$ cat src/rtl/serial_adder.sv
// Bit-serial adder: one registered full-adder cell, LSB first, with a start/busy/done handshake.
// Optional subtract mode and signed-overflow flag are enabled by defining SERIAL_ADDER_SUB_EN.
module serial_adder #(
  parameter int WIDTH = 8
) (
  input  logic             clk,
  input  logic             rst,
  input  logic             start,
  input  logic [WIDTH-1:0] a,
  input  logic [WIDTH-1:0] b,
  input  logic             cin,
`ifdef SERIAL_ADDER_SUB_EN
  input  logic             sub,
`endif
  output logic             busy,
  output logic             done,
  output logic [WIDTH-1:0] sum,
  output logic             cout
`ifdef SERIAL_ADDER_SUB_EN
  ,
  output logic             ovf
`endif
);

  localparam int CW = $clog2(WIDTH + 1);
  localparam logic [CW-1:0] LAST = CW'(WIDTH - 1);

  typedef enum logic [1:0] {IDLE, RUN, DONE} state_t;

  state_t           state;
  logic [WIDTH-1:0] a_sr;
  logic [WIDTH-1:0] b_sr;
  logic             c;
  logic [CW-1:0]    cnt;

  logic             s;
  logic             c_next;
  logic [WIDTH-1:0] sum_next;
  logic [WIDTH-1:0] b_load;
  logic             c_load;

  // The single full-adder cell shared by every bit position.
  assign s      = a_sr[0] ^ b_sr[0] ^ c;
  assign c_next = (a_sr[0] & b_sr[0]) | (b_sr[0] & c) | (a_sr[0] & c);

  generate
    if (WIDTH == 1) begin : g_sum_w1
      assign sum_next = s;
    end else begin : g_sum_wn
      assign sum_next = {s, sum[WIDTH-1:1]};
    end
  endgenerate

`ifdef SERIAL_ADDER_SUB_EN
  // a - b - cin computed as a + ~b + ~cin.
  assign b_load = sub ? ~b : b;
  assign c_load = sub ? ~cin : cin;
`else
  assign b_load = b;
  assign c_load = cin;
`endif

  // NOTE: all state uses non-blocking assignments so every register samples pre-edge values.
  always_ff @(posedge clk) begin
    if (rst) begin
      state <= IDLE;
      busy  <= 1'b0;
      done  <= 1'b0;
      sum   <= '0;
      cout  <= 1'b0;
      a_sr  <= '0;
      b_sr  <= '0;
      c     <= 1'b0;
      cnt   <= '0;
`ifdef SERIAL_ADDER_SUB_EN
      ovf   <= 1'b0;
`endif
    end else begin
      case (state)
        IDLE, DONE: begin
          done <= 1'b0;
          if (start) begin
            a_sr  <= a;
            b_sr  <= b_load;
            c     <= c_load;
            cnt   <= '0;
            sum   <= '0;
            busy  <= 1'b1;
            state <= RUN;
          end else begin
            state <= IDLE;
          end
        end
        RUN: begin
          a_sr <= a_sr >> 1;
          b_sr <= b_sr >> 1;
          c    <= c_next;
          sum  <= sum_next;
          if (cnt == LAST) begin
            cnt   <= '0;
            busy  <= 1'b0;
            done  <= 1'b1;
            cout  <= c_next;
`ifdef SERIAL_ADDER_SUB_EN
            // c is the carry into the MSB on the last cell evaluation.
            ovf   <= c ^ c_next;
`endif
            state <= DONE;
          end else begin
            cnt <= cnt + 1'b1;
          end
        end
        default: state <= IDLE;
      endcase
    end
  end

endmodule

$ cat config.mk
export PLATFORM = sky130hd
export DESIGN_NAME = serial_adder
export DESIGN_NICKNAME = d
export VERILOG_FILES = /design/src/rtl/serial_adder.sv
export SDC_FILE = /design/constraint.sdc
export NUM_CORES = 1
export LEC_CHECK = 0
export ABC_AREA = 0
export CORE_MARGIN = 8
export CORE_UTILIZATION = 45
export DETAILED_ROUTE_END_ITERATION = 10
export DONT_BUFFER_PORTS = 1
export MAX_ROUTING_LAYER = met4
export PLACE_DENSITY = 0.64
export SYNTH_ARGS = -nofsm -noshare
export SYNTH_HDL_FRONTEND = slang
export SYNTH_SLANG_ARGS = --single-unit
$ cat constraint.sdc
create_clock -name clk -period 2.2 [get_ports clk]
set_clock_uncertainty 0.05 [all_clocks]
set_input_delay 0.44 -clock clk [delete_from_list [all_inputs] [get_ports clk]]
set_output_delay 0.44 -clock clk [all_outputs]
set_load 0.03 [all_outputs]
Yosys cells after proc, flatten, opt, wreduce, memory -nomap -nowiden:

Index checks and enable logic that the tools add are counted.

* add/subtract/negate cells: 1
* equal/unequal tests: 5
* multiplexer cells: 19
* bitwise operators: 7
* reduce and logical (&&, ||, !) cells: 7

Operators by type and width (count)
* 8-bit case mux with 2 select lines: 3
* 8-bit 2-to-1 mux: 3
* 4-bit 2-to-1 mux: 2
* 4-bit case mux with 2 select lines: 1
* 1-bit case mux with 2 select lines: 3
* 2-bit AND reduction: 3
* 1-bit 2-to-1 mux: 5
* 4-bit by 1-bit adder with 4-bit output (second input constant): 1
* 4-bit by 3-bit == test with 1-bit output (second input constant): 1
* 2-bit != test (second input constant): 2
* 2-bit case mux with 2 select lines: 1
* 1-bit bitwise AND: 3
* 3-bit AND reduction: 1
* 2-bit by 1-bit == test with 1-bit output (second input constant): 1
* 2-bit == test (second input constant): 1
* 2-bit zero test: 1
* 2-bit 2-to-1 mux: 1
* 1-bit bitwise OR: 2
* 2-bit nonzero test: 1
* 2-bit OR reduction: 1
* 1-bit bitwise XOR: 2

* register bits: 34
* bits of input ports: 20
* output and inout bits: 11
* word-level logic and storage cells: 48

Logic depth before layout (Yosys ltp):

Gate-level depths: netlist of run 1.

* depth in word-level cells: 4
* gate-level depth with buffers: 5
* depth with buffers taken out: 4

Least setup slack after synthesis of run 1:

No wires, ideal clock.

* kind: reg2reg
* from: register cnt[0]
* to: register cnt[3]
* library setup time: 0.086 ns
* arrival time: 1.279 ns
* data required time: 2.064 ns
* slack: 0.786 ns
* stages on the path, launching flop included: 5
* path buffers: 0
* period minus slack after synthesis: 1.414 ns
* path through: dfxtp_1 > ha_1 > and3b_1 > or4_1 > a211oi_1

* word-level cells in the longest chain between the ends: 3
* elaborated cells between the ends (all ways): 4
* those cells by class: add/sub (1); eq/ne (1); mux (2)

Ends and longest elaborated chain
* start, declared: line 34 `logic [CW-1:0] cnt;`
* start signal, assigned: line 110 `cnt <= cnt + 1'b1;`
* 4-bit by 1-bit adder with 4-bit output / 4-bit by 3-bit == test with 1-bit output (equally long branches): line 110, 99
* 4-bit 2-to-1 mux (*): line 99 `if (cnt == LAST) begin`
* 4-bit case mux with 2 select lines (*): line 79 `case (state)`

Mark *: on every way between the ends. The rest lies on a longest branch, timed or not.
A chain may end at the register's enable or synchronous reset.

Worst setup path after layout of run 1:

* from: register state[0]
* to: register b_sr[2]

* word-level cells in the longest chain between the ends: 4
* elaborated cells between the ends (all ways): 8
* those cells by class: eq/ne (3); mux (1); reduce/logical (4)

Ends and longest elaborated chain
* start, declared: line 30 `state_t state;`
* start signal, assigned: line 66 `state <= IDLE;`
* start signal, assigned: line 89 `state <= RUN;`
* start signal, assigned: line 91 `state <= IDLE;`
* 2-bit == test / 2-bit zero test (equally long branches): line 79
* 2-bit OR reduction: line 79
* 2-bit != test (no source line) / 2-bit nonzero test (equally long branches)
* 2-bit AND reduction (no source line)
* end signal, assigned: line 84 `b_sr <= b_load;`
* end signal, assigned: line 96 `b_sr <= b_sr >> 1;`
* end, declared: line 32 `logic [WIDTH-1:0] b_sr;`

Several ways; a longest one is shown, not always the timed one.

==> results of run 1 <==
[state kept, by name (all words and copies together) (netlist names)]
register / count
a_sr: 8
c: 1
sum: 8
busy: 1
cnt: 4
b_sr: 8
done: 1
state: 2
cout: 1
[cells in the mapped netlist (all sizes together), types with 2 or more instances]
cell type	n	area share [%]
dfxtp	34	48
a21oi	15	5.3
nand3	12	4.3
o21ai	2	0.71
nand2	39	10
nor3	3	1.1
buf	6	2.5
nand2b	3	1.3
inv	4	1.1
nand3b	2	1.1
clkbuf	9	2.4
nor2	15	4.0
a311oi	15	9.3
[layout by cell type (no fill, tap or decap), drive strengths merged, types with 2 or more instances in the layout]
| cell type | instances |
|---|---|
| nand2 | 39 |
| dfxtp | 34 |
| a21oi | 15 |
| nor2 | 15 |
| a311oi | 15 |
| nand3 | 12 |
| clkbuf | 7 |
| inv | 4 |
| buf | 4 |
| nor3 | 3 |
| nand2b | 3 |
| o21ai | 2 |
| nand3b | 2 |
[cell families after synthesis]
group,after synthesis,share of synthesized area [%]
buffers and inverters,19,5.950
DFF,34,48.31
AOI/OAI and AO/OA,35,16.87
xor gates and xnor gates,1,0.6218
adders and majority gates,2,2.309
muxes,1,0.7105
and+or+nand+nor,80,25.22
[power groups by stage]
| stage | Clock, W | Combinational, W | Sequential [W] |
|---|---|---|---|
| 2_1_floorplan | 0 | 0.000113 | 0.000688 |
| 3_5_place_dp | 0 | 0.000125 | 0.000693 |
| 6_report | 0.000302 | 0.000124 | 0.000679 |
| 4_1_cts | 0.000317 | 0.000126 | 0.000679 |
| 5_1_grt | 0.000344 | 0.000145 | 0.000683 |
| 3_3_place_gp | 0 | 0.000120 | 0.000693 |
[per-stage QoR]
step / util [%] / total power (W) / hold WS, ns
after floorplan: - / 0.0008011 / 0.3978
after global placement: 47.07 / 0.0008127 / 0.4009
after detailed placement: 47.07 / 0.0008182 / 0.4107
after CTS: 48.55 / 0.001122 / 0.1138
after global routing: 48.55 / 0.001172 / 0.1009
final: 48.55 / 0.001105 / 0.1323
[worst reg2reg max path, delay by kind of cell, from the launching register on]
kind,cells,cell delay (ns)
AOI/OAI and AO/OA,1,0.29
and+or+nand+nor,2,0.78
DFF,1,0.35
[layer usage]
| layer | vias up | track usage [%] | part of all wire, % |
|---|---|---|---|
| met5 | - | - | 0 |
| met4 | 0 | 6.803 | 1.9 |
| met3 | 6 | 5.785 | 6.8 |
| met2 | 22 | 20.24 | 49 |
| met1 | 540 | 14.23 | 43 |
| li1 | 585 | - | - |
[final timing paths]
path                               start       to  slack (ns)  depth (start not counted)
worst max-delay path            state[0]  b_sr[2]        0.63                          3
worst min-delay path                 rst  b_sr[5]        0.13                          1
worst max register to register  state[0]  b_sr[2]        0.63                          3
worst min register to register   b_sr[7]  b_sr[7]        0.42                          2
[final cells by class]
class / instances / area [um^2]
clock buffers: 7 / 45.04
well taps: 44 / 55.05
flip-flops and latches: 34 / 680.7
repair buffers: 4 / 30.03
fillers: 315 / 1558
inverters: 4 / 15.01
multi-input cells: 119 / 644.4
==> results by group, run 1 <==
Clock network
  • CTS tree: yes
  • Cts hold-fix bufs: 0
  • CTS sink count: 34
  • CTS buffer count: 5
  • Clk buf depth: 2
  • Skew-Pair Late Insertion Delay: 0.32 ns
  • H-tree depth: 2
  • Post CTS Setup Buffer Count: 0
  • Clock root cell: clkbuf_4
  • CTS clock-pin slew for the worst setup and hold paths: 0.10 ns
  • Post-CTS sizing: 0

Critical path
  • Buffer and inverter count on the worst path: 0
  • CP Data Required Time: 2.37 ns
  • CP peak stage delay: 0.65 ns
  • Critical Path End Type: register
  • Worst EP arrival: 1.74 ns
  • Critical-path top delay cell: and2b_1
  • CP max FO: 20
  • Top delay family on crit path: simple AND/OR/NAND/NOR gates
  • Startpoint Class: register
  • CP Cell Sequence: and2b_1, nand2_1, a311oi_1
  • Crit Path Class: register to register

Synth
  • Ys Warns: 0
  • Distinct cell type count after synthesis: 28
  • Mean Syn Cell Area: 8.191 um^2
  • Count of flip-flops with a built-in enable after synthesis: 0
  • Fraction of registers with async set/reset: 0%
  • Ys flop type: dfxtp_1
  • Post-synthesis sequential area ratio: 48.31%
  • Mapped Area: 1409 um^2
  • Syn_nets: 194
  • Post-Synthesis Cells: 172
  • Seq cells post-synth: 34

Finish
  • Layout area overhead: 4.352%
  • # diodes: 0
  • Final design area excluding fillers: 1470 um^2
  • # nets final: 190
  • Layout Cells excl Fill: 212
  • Share of layout cells above drive strength 1: 5.357%

Floorplanning
  • Die X: 71.96 um
  • Rows: 20
  • Die Height: 71.96 um
  • Die ar.: 5178 um^2
  • Top-level I/O count: 31
  • Core Footprint: 3028 um^2
  • Initial Utilization: 46.53%

Drt
  • Drt wl/cell: 14.58 um
  • DR DRC count: 0
  • Vias: 1153
  • Post-Route WL: 3091 um
  • ANT nets after route: 0
  • Drt pass-1 iters: 4
  • Via-to-Cell Ratio: 5.439
  • 1st-iter DRT viols: 78

Placement
  • DP HPWL: 2048 um
  • Port Buffers: 0
  • GPL Wtd Cong: 0.7799
  • Pre-CTS setup slack: 0.6177 ns
  • Post-DP Area: 1425 um^2
  • Placed insts: 205

Pwr
  • Sequential Power Share: 61.4%
  • Combinational cell fraction of total power: 11.2%
  • Sw power: 0.0002849 W
  • Int Pwr: 0.0008198 W
  • Power per standard cell area: 751.5 nW/um^2
  • Leakage power: 0.5144 nW
  • Clock power frac: 27.3%
  • Sw frac: 25.79%
  • Maximum vdd drop: 358.9 uV

Timing
  • Final TNS setup: 0 ns
  • Slew HR: 54.20%
  • Fin. Hold Viols: 0
  • Min cycle time layout: 1.566 ns
  • Final count of pins violating max slew: 0
  • Number of setup violations in the final report: 0
  • Fmax: 638.5 MHz
  • Worst Tran Pin Value: 0.6870 ns
  • Final worst slack: 0.6338 ns
  • RSZ-0062 raised after global routing: false
  • Final period util: 71.19%

Outcome
  • Status: finished clean

Run
  • Max Cap Violations: 0

Global route
  • Initial antenna violation count: 0
  • GRT Resource Usage Total: 13.20%
  • Vias in the first global route: 1128
  • GRT Residual Overflow: 0
  • First-pass GRT wire length: 5278 um
  • Pin count of the biggest net entering global routing: 35

Min path
  • HP Class: input pin to register
Note: power is estimated with default switching activity, not from simulation.
==> run 2: changes to the inputs <==
ABC_AREA = 1   (was 0)
clock period = 1.5 ns   (was 2.2 ns; I/O delays follow)
==> results by group, run 2 <==
Finish
  • Final design area excluding fillers: 1715 um^2 (was 1470 um^2)
  • Most frequent cells in the layout: 93 x nand2_1, 38 x inv_1, 34 x dfxtp_1 (was 39 x nand2_1, 34 x dfxtp_1, 15 x a21oi_1, 15 x nor2_1, 15 x a311oi_1)
  • # diodes: 0 (unchanged)
  • Layout area overhead: 7.026% (was 4.352%)
  • Share of layout cells above drive strength 1: 6.939% (was 5.357%)
  • # nets final: 267 (was 190)
  • Regs by FF count: a_sr x8, b_sr x8, sum x8 (unchanged)
  • FILL cells: 367 (was 315)
  • Commonest non-fill, non-tap cell in the layout: nand2_1 (unchanged)
  • Final cell utilization of the core: 50.61% (was 48.55%)

Global route
  • Pin count of the biggest net entering global routing: 23 (was 35)
  • Initial antenna violation count: 0 (unchanged)
  • GRT Residual Overflow: 0 (unchanged)
  • Vias in the first global route: 1238 (was 1128)
  • GRT Resource Usage Total: 13.44% (was 13.20%)
  • First-pass GRT wire length: 5651 um (was 5278 um)

Clock network
  • CTS clock-pin slew for the worst setup and hold paths: 0.10 ns (about the same)
  • Clock root cell: clkbuf_4 (unchanged)
  • CTS tree: yes (unchanged)
  • CTS buffer count: 5 (unchanged)
  • Skew-Pair Late Insertion Delay: 0.34 ns (was 0.32 ns)
  • H-tree depth: 2 (unchanged)
  • CTS sink count: 34 (unchanged)
  • Post CTS Setup Buffer Count: 0 (unchanged)
  • Clk buf depth: 2 (unchanged)
  • Post-CTS sizing: 0 (unchanged)

Synth
  • Post-synthesis sequential area ratio: 42.47% (was 48.31%)
  • Mean Syn Cell Area: 6.596 um^2 (was 8.191 um^2)
  • Most frequent cells after synthesis: 93 x nand2_1, 38 x inv_1, 34 x dfxtp_1 (was 39 x nand2_1, 34 x dfxtp_1, 15 x a21oi_1, 15 x a311oi_1, 15 x nor2_1)
  • Seq cells post-synth: 34 (unchanged)
  • Post-Synthesis Cells: 243 (was 172)
  • Distinct cell type count after synthesis: 17 (was 28)
  • Mapped Area: 1603 um^2 (was 1409 um^2)
  • Ys Warns: 0 (unchanged)
  • Area leader, netlist: dfxtp_1 (unchanged)
  • Count leader, synth: nand2_1 (unchanged)
  • Syn_nets: 265 (was 194)
  • Ys flop type: dfxtp_1 (unchanged)
  • Area contributors post-synth: dfxtp_1 42%, nand2_1 22%, a21oi_1 9.1% (was dfxtp_1 48%, nand2_1 10%, a311oi_1 9.3%)
  • Fraction of registers with async set/reset: 0% (unchanged)
  • Top cell type's share of synthesized area: 42.47% (was 48.31%)
  • Count of flip-flops with a built-in enable after synthesis: 0 (unchanged)

Timing
  • Worst Tran Pin Value: 0.5103 ns (was 0.6870 ns)
  • Final TNS setup: 0 ns (unchanged)
  • Hold WS: 0.04327 ns (was 0.1323 ns)
  • Final period util: 89.01% (was 71.19%)
  • Fin. Hold Viols: 0 (unchanged)
  • Final count of pins violating max slew: 0 (unchanged)
  • Min cycle time layout: 1.335 ns (was 1.566 ns)
  • RSZ-0062 raised after global routing: false (unchanged)
  • Fmax: 749.0 MHz (was 638.5 MHz)
  • Slew HR: 65.87% (was 54.20%)
  • Number of setup violations in the final report: 0 (unchanged)

Placement
  • Post-DP Area: 1624 um^2 (was 1425 um^2)
  • DP HPWL: 2298 um (was 2048 um)
  • Port Buffers: 0 (unchanged)
  • GPL Wtd Cong: 0.8131 (was 0.7799)

Critical path
  • CP Data Required Time: 1.72 ns (was 2.37 ns)
  • Worst EP arrival: 1.56 ns (was 1.74 ns)
  • Critical Path End Type: register (unchanged)
  • Crit Path Class: register to register (unchanged)
  • CP max FO: 2 (was 20)
  • Startpoint Class: register (unchanged)

Min path
  • HP Class: input pin to register (unchanged)

Floorplanning
  • Core Footprint: 3390 um^2 (was 3028 um^2)
  • Initial Utilization: 47.29% (was 46.53%)
  • Rows: 21 (was 20)
  • Top-level I/O count: 31 (unchanged)
  • Die Height: 75.68 um (was 71.96 um)
  • Die X: 75.68 um (was 71.96 um)
  • Die ar.: 5727 um^2 (was 5178 um^2)

Drt
  • Post-Route WL: 3334 um (was 3091 um)
  • Wire length on met3: 243 um (was 209 um)
  • DR DRC count: 0 (unchanged)
  • Highest routed layer: met4 (unchanged)
  • Drt pass-1 iters: 4 (unchanged)
  • Drt wl/cell: 11.46 um (was 14.58 um)
  • Vias: 1385 (was 1153)
  • Met2 Wirelength: 1446 um (was 1502 um)
  • Via-to-Cell Ratio: 4.759 (was 5.439)
  • ANT nets after route: 0 (unchanged)
  • 1st-iter DRT viols: 119 (was 78)
  • Routed length on met1: 1586 um (was 1320 um)

Pwr
  • Power per standard cell area: 1171 nW/um^2 (was 751.5 nW/um^2)
  • Leakage power: 0.8553 nW (was 0.5144 nW)
  • Maximum vdd drop: 648.8 uV (was 358.9 uV)

Outcome
  • Status: finished clean (unchanged)

Run
  • Max Cap Violations: 0 (unchanged)
==> run 2: cell count changes after synthesis, sizes merged, moves of 5 or more <==
cell    change
nand2      +57
inv        +36
a311oi     -15
a21oi      +14
clkbuf      -7
nand3       +5
==> run 2: per-stage QoR <==
| stage | worst slack (ns) | total power, W | cells |
|---|---|---|---|
| global placement | 0.2171 | 0.001318 | 283 |
| finish | 0.1648 | 0.002008 | 291 |
| global route | 0.08637 | 0.002129 | 291 |
| CTS | 0.1637 | 0.002029 | 291 |
| floorplan | 0.2489 | 0.001277 | 243 |
| detailed placement | 0.1879 | 0.001321 | 283 |
==> run 2: worst paths after layout <==
path	endpoint	cells past startpoint	start	slack (ns)
worst max-delay path	sum[7]	4	c	0.16
worst min-delay path	a_sr[7]	2	a[7]	0.04
worst max register to register	sum[7]	4	c	0.16
worst min register to register	cnt[1]	2	cnt[1]	0.44
==> run 2: cell families (layout without fill, tap and decap cells) <==
family / Yosys count / in the layout / share of synthesized area [%]
buffers and inverters: 51 / 53 / 13.97
AND/OR/NAND/NOR: 125 / 125 / 31.85
AO/OA/AOI/OAI: 31 / 31 / 9.680
adder cells (fa/ha/maj): 2 / 2 / 2.030
flip-flops: 34 / 34 / 42.47
==> run 2: layer usage <==
metal | track usage (%) | vias up
met3 | 6.316 | 7
met5 | - | -
li1 | - | 735
met2 | 18.70 | 34
met1 | 16.32 | 609
met4 | 5.330 | 0
==> run 2: area by class of cell <==
type	instances	area, um^2	area share (%)
clock buffer	6	51.30	2.991
clock inverter	1	30.03	1.751
inverter	40	150.1	8.753
multi-input combinational	158	698.2	40.70
sequential	34	680.7	39.68
tap	46	57.56	3.355
timing repair buffer	6	47.55	2.772
==> run 2: report_power, final <==
part | switching [W] | internal, W | leakage [nW]
registers | 0.0000326 | 0.000962 | 0.279
logic | 0.000201 | 0.000109 | 0.532
clock network | 0.000316 | 0.000388 | 0.0443
total | 0.000549 | 0.00146 | 0.855
==> run 2: critical path: stages, from the launching register on <==
cell	delay (ns)
dfxtp_1	0.34
inv_1	0.06
fa_1	0.45
or2_1	0.24
a21oi_1	0.13
==> run 2: timing repair <==
| action | CTS | global route |
|---|---|---|
| endpoints found under the hold margin | 14 | 0 |
| hold buffers | 1 | 0 |
| setup endpoints to repair | 0 | 0 |
